## src/rtl/core_io_pkg.sv

```systemverilog
// core_io_pkg: shared bank, offset and status-bit constants for the core IO bridge
package core_io_pkg;
  localparam logic [7:0] RAM_BANK_DEF = 8'h00;
  localparam logic [7:0] IO_BANK_DEF = 8'h01;
  localparam logic [15:0] OFF_TXDATA = 16'h0000;
  localparam logic [15:0] OFF_STATUS = 16'h0001;
  localparam logic [15:0] OFF_RXDATA = 16'h0002;
  localparam logic [15:0] OFF_RXACK = 16'h0003;
  localparam logic [15:0] OFF_CYC_LO = 16'h0004;
  localparam logic [15:0] OFF_CYC_HI = 16'h0005;
  localparam logic [15:0] OFF_OVFCLR = 16'h0006;
  localparam int ST_ONE = 0;
  localparam int ST_TX_EMPTY = 1;
  localparam int ST_TX_FULL = 2;
  localparam int ST_TX_OVF = 3;
  localparam int ST_RX_FULL = 4;
endpackage

```

## src/rtl/io_tx_fifo.sv

```systemverilog
// io_tx_fifo: transmit FIFO with extra-MSB pointers; a push into a full FIFO is accepted only alongside a pop
module io_tx_fifo #(
  parameter int DEPTH = 8
) (
  input  logic        clk,
  input  logic        rst,
  input  logic        push,
  input  logic [15:0] wdata,
  input  logic        pop,
  output logic [15:0] rdata,
  output logic        empty,
  output logic        full,
  output logic        accept
);
  localparam int AW = $clog2(DEPTH);
  logic [AW:0] wr_ptr, rd_ptr;
  logic [15:0] mem [DEPTH];
  assign empty = wr_ptr == rd_ptr;
  assign full = (wr_ptr[AW] != rd_ptr[AW]) && (wr_ptr[AW-1:0] == rd_ptr[AW-1:0]);
  assign accept = push && (!full || pop);
  assign rdata = empty ? 16'h0000 : mem[rd_ptr[AW-1:0]];
  // storage write; the slot being popped is freed in the same edge so a full push+pop is safe
  always_ff @(posedge clk)
    if (!rst && accept) mem[wr_ptr[AW-1:0]] <= wdata;
  // pointer advance, wrapping modulo 2*DEPTH through the extra MSB
  always_ff @(posedge clk)
    if (rst) begin
      wr_ptr <= '0;
      rd_ptr <= '0;
    end else begin
      if (accept) wr_ptr <= wr_ptr + 1'b1;
      if (pop && !empty) rd_ptr <= rd_ptr + 1'b1;
    end
endmodule

```

## src/rtl/core_io_bridge.sv

```systemverilog
// core_io_bridge: bank decode between the core memory port, external RAM and a small IO register file
module core_io_bridge
  import core_io_pkg::*;
#(
  parameter int TX_DEPTH = 8,
  parameter logic [7:0] RAM_BANK = RAM_BANK_DEF,
  parameter logic [7:0] IO_BANK = IO_BANK_DEF
) (
  input  logic        clk,
  input  logic        rst,
  input  logic [23:0] Address,
  input  logic [15:0] WriteData,
  input  logic        WriteEnable,
  output logic [15:0] ReadData,
  output logic [15:0] ram_addr,
  output logic [15:0] ram_wdata,
  output logic        ram_we,
  input  logic [15:0] ram_rdata,
  output logic [15:0] tx_data,
  output logic        tx_valid,
  input  logic        tx_ready,
  input  logic [15:0] rx_data,
  input  logic        rx_valid,
  output logic        rx_ready
);
  logic [31:0] cycle;
  logic [15:0] rx_hold, status, io_rdata;
  logic tx_ovf, rx_full, tx_empty, tx_full, accept;
  logic [15:0] offset;
  logic ram_sel, io_sel, io_wr, push, pop;
  assign offset = Address[15:0];
  assign ram_sel = Address[23:16] == RAM_BANK;
  assign io_sel = Address[23:16] == IO_BANK;
  assign io_wr = WriteEnable && io_sel;
  assign push = io_wr && offset == OFF_TXDATA;
  assign pop = tx_valid && tx_ready;
  assign tx_valid = !tx_empty;
  assign ram_addr = offset;
  assign ram_wdata = WriteData;
  assign ram_we = WriteEnable && ram_sel && !rst;
  assign rx_ready = !rx_full && !rst;
  io_tx_fifo #(.DEPTH(TX_DEPTH)) u_fifo (
    .clk(clk), .rst(rst), .push(push), .wdata(WriteData), .pop(pop),
    .rdata(tx_data), .empty(tx_empty), .full(tx_full), .accept(accept)
  );
  // combinational read mux; the core consumes ReadData in the address cycle
  always_comb begin
    status = '0;
    status[ST_ONE] = 1'b1;
    status[ST_TX_EMPTY] = tx_empty;
    status[ST_TX_FULL] = tx_full;
    status[ST_TX_OVF] = tx_ovf;
    status[ST_RX_FULL] = rx_full;
    case (offset)
      OFF_STATUS: io_rdata = status;
      OFF_RXDATA: io_rdata = rx_hold;
      OFF_CYC_LO: io_rdata = cycle[15:0];
      OFF_CYC_HI: io_rdata = cycle[31:16];
      default:    io_rdata = 16'h0000;
    endcase
    ReadData = ram_sel ? ram_rdata : io_sel ? io_rdata : 16'h0000;
  end
  // cycle counter, sticky overflow (set beats clear) and RX holding register
  always_ff @(posedge clk)
    if (rst) begin
      cycle <= '0;
      tx_ovf <= 1'b0;
      rx_full <= 1'b0;
      rx_hold <= '0;
    end else begin
      cycle <= cycle + 1'b1;
      if (push && !accept) tx_ovf <= 1'b1;
      else if (io_wr && offset == OFF_OVFCLR) tx_ovf <= 1'b0;
      if (rx_valid && rx_ready) begin
        rx_hold <= rx_data;
        rx_full <= 1'b1;
      end else if (io_wr && offset == OFF_RXACK) rx_full <= 1'b0;
    end
endmodule

```

## config.mk

```make
export PLATFORM = sky130hd
export DESIGN_NAME = core_io_bridge
export DESIGN_NICKNAME = d
export VERILOG_FILES = /design/src/rtl/core_io_pkg.sv /design/src/rtl/io_tx_fifo.sv /design/src/rtl/core_io_bridge.sv
export SDC_FILE = /design/constraint.sdc
export NUM_CORES = 1
export LEC_CHECK = 0
export CAP_MARGIN = 15
export CORE_ASPECT_RATIO = 0.7
export CORE_MARGIN = 4
export CORE_UTILIZATION = 50
export DETAILED_ROUTE_END_ITERATION = 10
export GPL_ROUTABILITY_DRIVEN = 1
export PLACE_DENSITY = 0.75
export SETUP_SLACK_MARGIN = 0.15
export SYNTH_ARGS = -nofsm -noshare
export SYNTH_HDL_FRONTEND = slang
export SYNTH_SLANG_ARGS = --single-unit
```

## constraint.sdc

```tcl
create_clock -name clk -period 5.5 [get_ports clk]
set_input_delay 1.1 -clock clk [delete_from_list [all_inputs] [get_ports clk]]
set_output_delay 1.1 -clock clk [all_outputs]
set_load 0.01 [all_outputs]
```

==> impl_metrics.yaml <==
die:
  rows: 39
  fp.dieH_um: 116
  start_util_pct: 51.1
  dieArea_um2: 18900
  die_w_um: 163
  ios: 144
  coreArea_um2: 16400
logic_synthesis:
  synthAdderAreaFrac_pct: 0.448
  synth_warnings: 0
  synth_top_family_by_area: "simple AND/OR/NAND/NOR gates"
  synthSimpleGateAreaFrac_pct: 14.0
  synth_compound_area_share_pct: 4.96
  synth.distinct_cells: 51
  synth-seq-area-share_pct: 60.4
  yosys_most_used_dff: "edfxtp_1"
  synth_fp_nets: 722
  synthMuxAreaShare_pct: 11.3
  synth_edf_count: 128
  synth_seq_cells: 189
  syn_area_per_cell_um2: 13.1
  netlist_instances: 642
  synth_xor_area_share_pct: 3.87
  syn_area_um2: 8380
  synthArstFlopShare_pct: 0
job:
  maxCapViolations: 0
clock_tree:
  clock-sinks: 189
  clk_latency_ps: 430
  clk_pin_slew_worst_paths_ps: 70
  cts_htree_levels: 4
  postCtsSetupRepairBufs: 0
  cts_hold_buffers: 0
  cts_inserted_buffers: 17
  clockBufferDepth: 2
  ctsResizeCount: 0
  cts-root-buf: "clkbuf_16"
  cts_tree: "done"
route:
  drtAntennaViolNets: 0
  vias: 5550
  routed_via_density: 5.57
  wl_um: 18600
  post_drt_wl_per_cell_um: 18.6
  dr.first_iter.drc_count: 629
  first_pass_iters: 6
  remaining_drc_errors: 0
placed_design:
  hpwl_um: 12800
  place_congestion: 0.834
  portBuffers: 143
setup_path:
  reg2regPathDepth: 6
  cp_top_family: "simple AND/OR/NAND/NOR gates"
  crit_chain: "clkdlybuf4s50_1 > or4_1 > or4_4 > nor3_2 > o21ai_2 > o21ai_1 > clkdlybuf4s50_1"
  r2r_slack_ps: 3120
  cp_data_required_time_ps: 4400
  r2r_end: "u_fifo.mem[4][15]"
  cp-start-kind: "input port"
  crit_buf_inv: 2
  cpPeakStageDelay_ps: 690
  slowest_stage: "or4_1"
  end_kind: "output port"
  critPathMaxFanout: 12
  critPathArrivalTime_ps: 3990
  path_common_cell: "clkdlybuf4s50_1"
  rr_startpoint: "u_fifo.wr_ptr[0]"
  worst-setup-path-type: "in -> out"
layout:
  insertedDiodeCount: 0
  layout-drive-gt1-share_pct: 14.4
  area_growth_pct: 25.2
  final_nets: 838
  nFillCells: 1214
sta:
  period_share_pct: 92.5
  rsz0062_at_grt: "no"
  finalCriticalPeriod_ps: 5090
  worstMarginPinSlew_ps: 1120
  setup_viol: 0
  setup_tns_ps: 0
  relSlewSlack_pct: 25.3
  finalHoldViolCount: 0
  fmax_mhz: 197
  fin_skew_ps: 11.8
  slew_violations: 0
min_path:
  holdPathEnd: "tx_ovf"
  hold_path_class: "reg -> reg"
  hold_depth: 2
  min_from: "tx_ovf"
global_routing:
  grtUsageTotal_pct: 20.2
  grt_pass1_vias: 5583
  grt_max_degree: 62
  grt_overflow: 0
  antenna_found_initial: 0
  grt_pass1_wl_um: 29500
pwr:
  peakVddDrop_mv: 0.250
  power_leakage_nw: 3.34
  power.total_mw: 2.84
  power_density_nw_per_um2: 271
status:
  outcome: "finished clean"
==> area by class of cell <==
| class | count | area, um^2 | share of cell area [%] |
|---|---|---|---|
| well taps | 225 | 282 | 2.68 |
| repair buffers | 164 | 1600 | 15.2 |
| clock buffers | 18 | 429 | 4.09 |
| flip-flops and latches | 189 | 5070 | 48.3 |
| inverters | 6 | 22.5 | 0.215 |
| clock inverters | 14 | 150 | 1.43 |
| multi-input cells | 380 | 2950 | 28.1 |
==> worst max path at each step <==
stage                 from          endpoint  slack [ps]  cells past startpoint
2_1_floorplan  Address[22]  u_fifo.mem[0][0]        1000                      5
3_3_place_gp    Address[5]      ReadData[10]         530                      7
3_5_place_dp    Address[5]       ReadData[1]         420                      7
4_1_cts         Address[5]       ReadData[1]         420                      7
5_1_grt         Address[5]      ReadData[12]         310                      7
6_report        Address[5]       ReadData[6]         410                      7
==> layout by cell type, fill, tap and decap left out, types with 4 or more instances in the layout <==
cell type        count
mux4_2              32
clkdlybuf4s50_1    142
a21oi_1             11
xor2_1              25
a22o_1               7
a222oi_1             6
dfxtp_1             60
nand3_1             14
and2_1               4
buf_4               20
nor4_1               7
or4_1                5
nand2b_1            23
o21ai_1             14
inv_1                6
nor2_1              64
o21ai_0             20
nor4_2               4
inv_6                4
nor3_1               5
and3_1               5
edfxtp_1           128
clkbuf_16           17
nand4_1             15
mux2i_1             20
nand2_1             42
nor4b_1              4
nor3_2               7
xnor2_1             12
==> metrics by stage <==
stage	instance area [um^2]	util, %	cells	hold slack [ps]	setup slack [ps]
5_1_grt	10500	64.0	996	500	314
2_1_floorplan	8380	-	642	436	999
4_1_cts	10500	63.9	995	476	416
3_3_place_gp	9890	60.3	963	452	529
6_report	10500	64.0	996	476	414
3_5_place_dp	9890	60.3	963	461	421
==> tightest hold or removal path, cell delays in order, from the launching register on <==
cell and delay, ps:
dfxtp_1 320, o41ai_1 60, a21oi_1 50
==> routing by layer <==
metal / wire length (um) / part of all wire [%] / vias to the layer above / GRT usage (%)
met5: 0 / 0 / - / 0
met4: 211 / 1.1 / 0 / 5.03
met3: 1150 / 6.2 / 20 / 5.26
met2: 9000 / 48 / 164 / 32.7
met1: 8210 / 44 / 2753 / 27.6
li1: - / - / 2613 / -
==> report_power, final <==
group	total, mW	leakage [nW]	internal (mW)	switching [mW]
sequential	1.53	1.65	1.52	0.00834
clock	1.17	0.276	0.606	0.563
combinational	0.141	1.42	0.0820	0.0594
==> flip-flops by register name, summed over array words and instances, names as in the netlist, named ones only <==
register,count
tx_ovf,1
rx_hold,16
u_fifo.mem,128
u_fifo.rd_ptr,4
cycle,32
u_fifo.wr_ptr,4
rx_full,1
==> Yosys cell counts, types with 15 or more instances <==
cell type,count,area (um^2)
buf_4,33,248
clkbuf_1,25,93.8
dfxtp_1,61,1220
edfxtp_1,128,3840
mux2i_1,20,200
mux4_2,32,721
nand2_1,42,158
nand2b_1,23,144
nand4_1,15,93.8
nor2_1,64,240
o21ai_0,20,100
xor2_1,25,219
==> cell families after synthesis <==
| kind of cell | count (synthesis) |
|---|---|
| and+or+nand+nor | 220 |
| adders and majority gates | 3 |
| AOI/OAI and AO/OA | 66 |
| xor gates and xnor gates | 37 |
| DFF | 189 |
| muxes | 54 |
| buffers and inverters | 73 |
Power figures use the tool's default switching activity.
